--- src/rtl/plru_victim_select_if.sv ---
// -----------------------------------------------------------------------------
// plru_victim_select_if
// Purpose : Bundles the lookup, touch and victim-result signals exchanged
//           between the cache controller and the pseudo-LRU victim selector.
// Ports   : (interface signals)
//   lookup_valid / lookup_set / way_valid  - victim request from the cache FSM
//   touch_valid  / touch_set  / touch_way  - hit/fill report from the datapath
//   victim_valid / victim_way              - registered victim result
// Modports: master = cache side (drives requests, receives victim)
//           slave  = PLRU tracker side
// -----------------------------------------------------------------------------
interface plru_victim_select_if #(
  parameter int NUM_SETS = 16
);
  localparam int SET_W = $clog2(NUM_SETS);

  logic             lookup_valid;
  logic [SET_W-1:0] lookup_set;
  logic [3:0]       way_valid;
  logic             touch_valid;
  logic [SET_W-1:0] touch_set;
  logic [1:0]       touch_way;
  logic             victim_valid;
  logic [1:0]       victim_way;

  modport master (
    output lookup_valid, lookup_set, way_valid,
    output touch_valid, touch_set, touch_way,
    input  victim_valid, victim_way
  );

  modport slave (
    input  lookup_valid, lookup_set, way_valid,
    input  touch_valid, touch_set, touch_way,
    output victim_valid, victim_way
  );
endinterface

--- src/rtl/plru_victim_select.sv ---
// -----------------------------------------------------------------------------
// plru_victim_select
// Purpose : Per-set 3-bit tree pseudo-LRU tracker for a 4-way set-associative
//           cache. A lookup returns a registered victim way one cycle later;
//           hits/fills are reported as touches and update the set's tree.
// Ports   :
//   clk    in  core clock, all state on the rising edge
//   rst_n  in  asynchronous active-low reset
//   bus    plru_victim_select_if.slave
//            lookup_valid/lookup_set/way_valid  victim request
//            touch_valid/touch_set/touch_way    access report
//            victim_valid/victim_way            one-cycle result pulse + way
// Config  : PLRU_BYPASS_EN - when defined, a touch to the set being looked up
//           in the same cycle is forwarded into the victim decode. When
//           undefined, the lookup sees the registered (pre-touch) tree bits.
// -----------------------------------------------------------------------------
module plru_victim_select #(
  parameter int NUM_SETS = 16
) (
  input  logic                 clk,
  input  logic                 rst_n,
  plru_victim_select_if.slave  bus
);
  localparam int SET_W = $clog2(NUM_SETS);

  // Tree bits are {b2,b1,b0}. b0 picks the pair (0: ways 0/1, 1: ways 2/3),
  // b1 picks within the left pair, b2 within the right pair.
  function automatic logic [2:0] touch_update(input logic [2:0] tree,
                                              input logic [1:0] way);
    logic [2:0] t;
    t = tree;
    unique case (way)
      2'd0: begin t[0] = 1'b1; t[1] = 1'b1; end
      2'd1: begin t[0] = 1'b1; t[1] = 1'b0; end
      2'd2: begin t[0] = 1'b0; t[2] = 1'b1; end
      default: begin t[0] = 1'b0; t[2] = 1'b0; end
    endcase
    return t;
  endfunction

  function automatic logic [1:0] tree_decode(input logic [2:0] tree);
    logic [1:0] w;
    if (!tree[0]) w = tree[1] ? 2'd1 : 2'd0;
    else          w = tree[2] ? 2'd3 : 2'd2;
    return w;
  endfunction

  // Flat read view of every set's tree for the lookup mux.
  logic [2:0] tree_all [NUM_SETS];

  genvar gi;
  generate
    for (gi = 0; gi < NUM_SETS; gi++) begin : g_set
      logic [2:0] tree_d;
      logic [2:0] tree_q;

      always_comb begin
        tree_d = tree_q;
        if (bus.touch_valid && (bus.touch_set == SET_W'(gi)))
          tree_d = touch_update(tree_q, bus.touch_way);
      end

      always_ff @(posedge clk or negedge rst_n) begin
        if (!rst_n) tree_q <= 3'b000;
        else        tree_q <= tree_d;
      end

      assign tree_all[gi] = tree_q;
    end
  endgenerate

  // Victim computation for the current lookup.
  logic [2:0] lookup_tree;
  logic [1:0] victim_calc;
  logic       victim_valid_d, victim_valid_q;
  logic [1:0] victim_way_d,   victim_way_q;

  always_comb begin
    lookup_tree = tree_all[bus.lookup_set];
`ifdef PLRU_BYPASS_EN
    // Forward a same-cycle touch so the lookup sees the post-touch tree.
    if (bus.touch_valid && (bus.touch_set == bus.lookup_set))
      lookup_tree = touch_update(lookup_tree, bus.touch_way);
`endif

    // An empty way always wins over the tree choice, lowest index first.
    if      (!bus.way_valid[0]) victim_calc = 2'd0;
    else if (!bus.way_valid[1]) victim_calc = 2'd1;
    else if (!bus.way_valid[2]) victim_calc = 2'd2;
    else if (!bus.way_valid[3]) victim_calc = 2'd3;
    else                        victim_calc = tree_decode(lookup_tree);
  end

  always_comb begin
    victim_valid_d = bus.lookup_valid;
    victim_way_d   = victim_way_q;
    if (bus.lookup_valid) victim_way_d = victim_calc;
  end

  // Async reset clears the pulse, so a lookup in flight at reset is dropped.
  always_ff @(posedge clk or negedge rst_n) begin
    if (!rst_n) begin
      victim_valid_q <= 1'b0;
      victim_way_q   <= 2'b00;
    end else begin
      victim_valid_q <= victim_valid_d;
      victim_way_q   <= victim_way_d;
    end
  end

  assign bus.victim_valid = victim_valid_q;
  assign bus.victim_way   = victim_way_q;

endmodule

--- src/flat_wrapper.sv ---
// flat-port wrapper written by rule: the top's interface ports become plain ports
module plru_victim_select_flat 
#(
  parameter int NUM_SETS = 16
)
  (clk, rst_n, bus_lookup_valid, bus_lookup_set, bus_way_valid, bus_touch_valid, bus_touch_set, bus_touch_way, bus_victim_valid, bus_victim_way);
  plru_victim_select_if #(.NUM_SETS(NUM_SETS)) bus_i ();
  input  logic clk;
  input  logic rst_n;
  input wire logic [$bits(bus_i.lookup_valid)-1:0] bus_lookup_valid;
  input wire logic [$bits(bus_i.lookup_set)-1:0] bus_lookup_set;
  input wire logic [$bits(bus_i.way_valid)-1:0] bus_way_valid;
  input wire logic [$bits(bus_i.touch_valid)-1:0] bus_touch_valid;
  input wire logic [$bits(bus_i.touch_set)-1:0] bus_touch_set;
  input wire logic [$bits(bus_i.touch_way)-1:0] bus_touch_way;
  output wire logic [$bits(bus_i.victim_valid)-1:0] bus_victim_valid;
  output wire logic [$bits(bus_i.victim_way)-1:0] bus_victim_way;
  assign bus_i.lookup_valid = bus_lookup_valid;
  assign bus_i.lookup_set = bus_lookup_set;
  assign bus_i.way_valid = bus_way_valid;
  assign bus_i.touch_valid = bus_touch_valid;
  assign bus_i.touch_set = bus_touch_set;
  assign bus_i.touch_way = bus_touch_way;
  assign bus_victim_valid = bus_i.victim_valid;
  assign bus_victim_way = bus_i.victim_way;
  plru_victim_select #(.NUM_SETS(NUM_SETS)) u_core (.clk(clk), .rst_n(rst_n), .bus(bus_i));
endmodule
--- config.mk ---
export PLATFORM = sky130hd
export DESIGN_NAME = plru_victim_select_flat
export DESIGN_NICKNAME = d
export VERILOG_FILES = /design/src/rtl/plru_victim_select_if.sv /design/src/rtl/plru_victim_select.sv /design/src/flat_wrapper.sv
export SDC_FILE = /design/constraint.sdc
export NUM_CORES = 1
export LEC_CHECK = 0
export CORE_MARGIN = 2
export CORE_UTILIZATION = 47
export CTS_BUF_LIST = sky130_fd_sc_hd__clkbuf_8
export DETAILED_ROUTE_END_ITERATION = 8
export MAX_ROUTING_LAYER = met4
export PLACE_DENSITY = 0.67
export SYNTH_ARGS = -nofsm -noshare
export SYNTH_HDL_FRONTEND = slang
export SYNTH_SLANG_ARGS = --single-unit
--- constraint.sdc ---
create_clock -name clk -period 1.7 [get_ports clk]
set_input_delay 0.34 -clock clk [delete_from_list [all_inputs] [get_ports clk]]
set_output_delay 0.34 -clock clk [all_outputs]
set_load 0.05 [all_outputs]
Word level (Yosys, flattened, before mapping)
Cells that the tools add are included.
- ROM bits: 0
- memories: 0
- bits in latches: 0
- RAM bits: 0
- output and inout bits: 3
- register bits: 51
- logic and storage cells: 135
- add/sub/neg operators: 0
- mux-type cells: 13
- divide/modulo/power cells: 0
- magnitude comparators: 1
- equality and inequality tests: 17
- bitwise logic cells: 2
- multiply operators: 0
- reduce and logical (&&, ||, !) cells: 52
- shift operators: 0
- operators by type and width (operator ; number):
    $reduce_and 2->1 ; 32
    $eq 4x4->1 const B ; 8
    $eq 4x3->1 const B ; 4
    $logic_and 1x1->1 ; 16
    $bmux 3 s4 ; 1
    $mux 2 ; 5
    $eq 4x2->1 const B ; 2
    $mux 3 ; 2
    $ge 5x5->1 const B ; 1
    $not 4->5 ; 1
    $eq 4x1->1 const B ; 1
    $logic_not 4->1 ; 1
    $pmux 1 s2 ; 2
    $mux 1 ; 3
    $eq 2x1->1 const B ; 1
    $eq 2x2->1 const B ; 1
    $logic_not 2->1 ; 1
    $reduce_bool 2->1 ; 1
    $reduce_or 2->1 ; 1
    $not 1->1 ; 1

Logic depth before layout (Yosys ltp)
Gate-level depths: netlist (run 1).
- depth after elaboration: 10
- gate-level depth with buffers: 7
- depth with buffers taken out: 5

Worst setup path after synthesis (run 1)
OpenSTA, ideal clock, no wires.
- path kind: input port to flip-flop
- from: in bus_lookup_set[1]
- to: reg u_core.victim_way_q[0], in the netlist u_core.bus.victim_way[0]
- slack: 0.034 ns
- required time: 1.622 ns
- arrival: 1.588 ns
- stages on the path: 6
- cells stage by stage: buf_6 > mux4_1 > mux2i_2 > mux2i_1 > a21oi_1 > a21boi_1
- word-level cells in the longest chain between the ends: 10
- elaborated cells between the ends (all ways): 11
- RTL lines (item ; RTL line ; RTL):
    start, declared ; flat_wrapper.sv:11 ; input wire logic [$bits(bus_i.lookup_set)-1:0] bus_lookup_set;
    $not 4->5 (not written as such) (*) ; plru_victim_select.sv:79 ; lookup_tree = tree_all[bus.lookup_set];
    $bmux 3 s4 (*) ; plru_victim_select.sv:79 ;
    $mux 3 (not written as such) (*) (2 in a row) ; plru_victim_select.sv:79 ;
    $mux 1, on equally long branches ; plru_victim_select.sv:43, plru_victim_select.sv:44 ;
    $mux 2 (*) ; plru_victim_select.sv:43 ; if (!tree[0]) w = tree[1] ? 2'd1 : 2'd0;
    $mux 2 (*) ; plru_victim_select.sv:90 ; else if (!bus.way_valid[3]) victim_calc = 2'd3;
    $mux 2 (*) ; plru_victim_select.sv:89 ; else if (!bus.way_valid[2]) victim_calc = 2'd2;
    $mux 2 (*) ; plru_victim_select.sv:88 ; else if (!bus.way_valid[1]) victim_calc = 2'd1;
    $mux 2 (*) ; plru_victim_select.sv:87 ; if (!bus.way_valid[0]) victim_calc = 2'd0;
    end signal, assigned ; plru_victim_select.sv:107 ; victim_way_q <= victim_way_d;
    end, declared ; plru_victim_select.sv:76 ; logic [1:0] victim_way_d, victim_way_q;
Every way passes the cells marked *; elsewhere a longest branch is shown, timed or not. The select of a mux whose other input is x is not followed.
A chain may end at the register's enable or synchronous reset.

Worst setup path after layout (run 1)
- from: in bus_touch_valid
- to: reg u_core.g_set[0].tree_q[1]
- word-level cells in the longest chain between the ends: 2
- RTL lines (item ; RTL line ; RTL):
    start, declared ; flat_wrapper.sv:13 ; input wire logic [$bits(bus_i.touch_valid)-1:0] bus_touch_valid;
    $logic_and 1x1->1 ; plru_victim_select.sv:59 ; if (bus.touch_valid && (bus.touch_set == SET_W'(gi)))
    $reduce_and 2->1 (no line) ; - ;
    end signal, assigned ; plru_victim_select.sv:65 ; else tree_q <= tree_d;
    end, declared ; plru_victim_select.sv:55 ; logic [2:0] tree_q;
Every way passes these cells.

==> results of run 1 <==
## state kept, by name, indices dropped and copies added (netlist names)
register,flops
u_core.bus.victim_valid,1
u_core.g_set.tree_q,48
u_core.bus.victim_way,2
## timing repair
| item | CTS | global route |
|---|---|---|
| buffers inserted | 1 | 1 |
| pin swaps | 0 | 0 |
| endpoints found under the setup margin | 2 | 8 |
| resized for setup | 3 | 6 |
## kinds of logic after synthesis
family | after synthesis | share of synthesized area (%)
buffers and inverters | 17 | 3.39
DFF | 51 | 51.6
AOI/OAI and AO/OA | 57 | 13.8
and+or+nand+nor | 92 | 16.3
muxes | 19 | 14.9
## critical path, cell delays in order
cell	delay, ps
clkdlybuf4s50_1	470
or3b_4	410
or3_1	340
o21ai_0	180
o31ai_1	100
## layout make-up
type | count | area share (%)
multi-input cells | 168 | 35.2
inverters | 2 | 0.238
well taps | 70 | 2.78
flip-flops and latches | 51 | 40.4
clock inverters | 3 | 0.476
repair buffers | 69 | 18.7
clock buffers | 5 | 2.18
## power by group through the flow
| stage | clock (mW) | combinational, mW | sequential [mW] |
|---|---|---|---|
| 6_report | 0.681 | 0.701 | 1.63 |
| 5_1_grt | 0.737 | 0.777 | 1.66 |
| 4_1_cts | 0.689 | 0.699 | 1.63 |
| 3_5_place_dp | 0 | 0.693 | 1.65 |
| 3_3_place_gp | 0 | 0.669 | 1.65 |
| 2_1_floorplan | 0 | 0.455 | 1.59 |
## layer usage
metal / part of all wire (%) / wire length (um) / vias to the layer above / global-route usage [%]
met4: 0.79 / 44 / 0 / 4.91
met1: 47 / 2590 / 981 / 29.2
met2: 48 / 2670 / 36 / 31.6
met3: 4.4 / 246 / 5 / 4.38
met5: 0 / 0 / - / -
li1: - / - / 965 / -
## cells in the mapped netlist, drive strengths merged (2+ instances only)
| master | number |
|---|---|
| o21a | 15 |
| o21ai | 17 |
| buf | 5 |
| nor3 | 16 |
| o31ai | 2 |
| clkbuf | 10 |
| nand3b | 2 |
| o211ai | 2 |
| dfrtp | 51 |
| nand2b | 3 |
| nor2 | 29 |
| inv | 2 |
| nand3 | 2 |
| a21oi | 17 |
| nand2 | 34 |
| mux4 | 12 |
| nor4 | 3 |
| mux2i | 6 |
## placed cells by master, fill, tap and decap left out, types with 2 or more instances in the layout
| cell | n |
|---|---|
| nor4_1 | 3 |
| buf_4 | 49 |
| mux2i_1 | 4 |
| clkinv_2 | 3 |
| clkdlybuf4s50_1 | 13 |
| dfrtp_1 | 51 |
| mux4_2 | 8 |
| o211ai_1 | 2 |
| nand3_1 | 2 |
| nor2_1 | 29 |
| a21oi_1 | 17 |
| nand3b_1 | 2 |
| inv_1 | 2 |
| nand2b_1 | 3 |
| o21a_1 | 15 |
| o31ai_1 | 2 |
| nor3_1 | 16 |
| mux4_1 | 4 |
| mux2i_2 | 2 |
| o21ai_0 | 17 |
| nand2_1 | 34 |
| clkbuf_8 | 5 |
| buf_12 | 3 |
## path summary, 6_finish.rpt
path,from,to,cells past startpoint
max,bus_touch_valid,u_core.g_set[0].tree_q[1],5
min,rst_n,u_core.g_set[6].tree_q[0],2
max reg2reg,u_core.g_set[2].tree_q[0],u_core.bus.victim_way[0],5
min reg2reg,u_core.g_set[4].tree_q[2],u_core.g_set[4].tree_q[2],2
max in group asynchronous,rst_n,u_core.g_set[11].tree_q[2],2
min in group clk,u_core.g_set[4].tree_q[2],u_core.g_set[4].tree_q[2],2
## stage by stage
step	power (mW)	hold WS (ps)	std cells	setup slack [ps]	instance area (sq um)
6_report	3.01	6.56	368	43.2	3160
5_1_grt	3.18	24.2	368	-50.3	3160
4_1_cts	3.02	27.9	367	-12.9	3150
3_5_place_dp	2.35	357	358	-533	3060
3_3_place_gp	2.32	355	358	-485	3060
2_1_floorplan	2.05	44.4	236	34.0	2470
==> flow_summary.ini, run 1 <==
[outcome]
status = complete, no violations

[worst_setup_path]
worstPathArrival_ps = 1840
cp-end-kind = flip-flop
required_ps = 1890
ff2ff_setup_slack_ps = 110
critPathMaxFanout = 4
startpoint_type = input pin
crit_type = in2reg

[power_and_ir_drop]
vdd_ir_drop_max_mv = 0.453
swShare_pct = 28.5
combPwrFrac_pct = 23.3
p_sw_uw = 859
p_int_mw = 2.15
power_frac_clock_pct = 22.6
power_frac_seq_pct = 54.1
leakage_nw = 1.38
power_density_nw_per_um2 = 955

[finish]
multiInputGateArea_sq_um = 1110
diodes = 0
fill_cells = 438
seqCellArea_sq_um = 1280
fin_util_pct = 61.8
drive_above_1_share_pct = 25.2
syn_to_final_growth_pct = 27.6
layout.nets = 315

[die]
num_rows = 26
fp.coreArea_sq_um = 5110
die_x_um = 76.5
die-height_um = 76.5
die_area_sq_um = 5860
initial_core_util_pct = 48.4
pin_count = 21

[synth]
syn_avg_cell_area_sq_um = 10.5
syn_inst = 236
yosysTopAreaCellShare_pct = 51.6
ys_seq_area_share_pct = 51.6
syn-num-nets = 254
netlist_area_sq_um = 2470
synth-edff-count = 0
yosys_warnings = 0
yosys.area.top_type = dfrtp_1
synth-main-ff-cell = dfrtp_1
ys_ff_latch = 51
yosys-top-cells-area = dfrtp_1 (52%), mux4_1 (6.4%), mux4_2 (5.5%), nand2_1 (5.2%), o21a_1 (4.6%)
synthArstFlopShare_pct = 100
ys_types = 31

[drt]
drcViolationCount = 0
wl_per_cell_um = 15.1
drtAntennaViolNets = 0
first_pass_iters = 4
wl_mm = 5.55
vias = 1987
vias_per_cell = 5.40
dr.first_iter.drc_count = 119

[timing]
setup_tns_ps = 0
clock-skew-final_ps = 4.74
tightest_slew_ps = 399
fin_crit_ps = 1660
setup_viol = 0
finalHoldViolCount = 0
fmax_mhz = 604
post-route-period-util_pct = 97.5
slew_violations = 0
timing.slew.headroom_pct = 73.4

[grt]
antenna_found_initial = 0
grt_first_pass_wirelength_mm = 9.37
grt_pass1_vias = 1915
grt_max_degree = 52
overflow = 0
grt_use_total_pct = 20.8

[placement]
gp_congestion = 0.823
io_buffer_count = 20
dp_hpwl_mm = 4.23

[clocking]
cts_tree = built
cts_max_level = 2
clk_latency_ps = 300
cts.clk_slew.worst_paths_ps = 90
cts_buffer_depth = 2
cts-root-buf = clkbuf_8
cts_hold_buf = 0
clock-sinks = 51
numCtsBuffers = 5

[run]
drv_cap = 0

[min_path]
hp-class = in2async
Note: power is estimated with default switching activity, not from simulation.
==> run 2, diff against run 1 <==
Settings changed: CAP_MARGIN from default to 20.
==> results of run 2 <==
The final DEF is identical to that of run 1; final timing and power are the same.
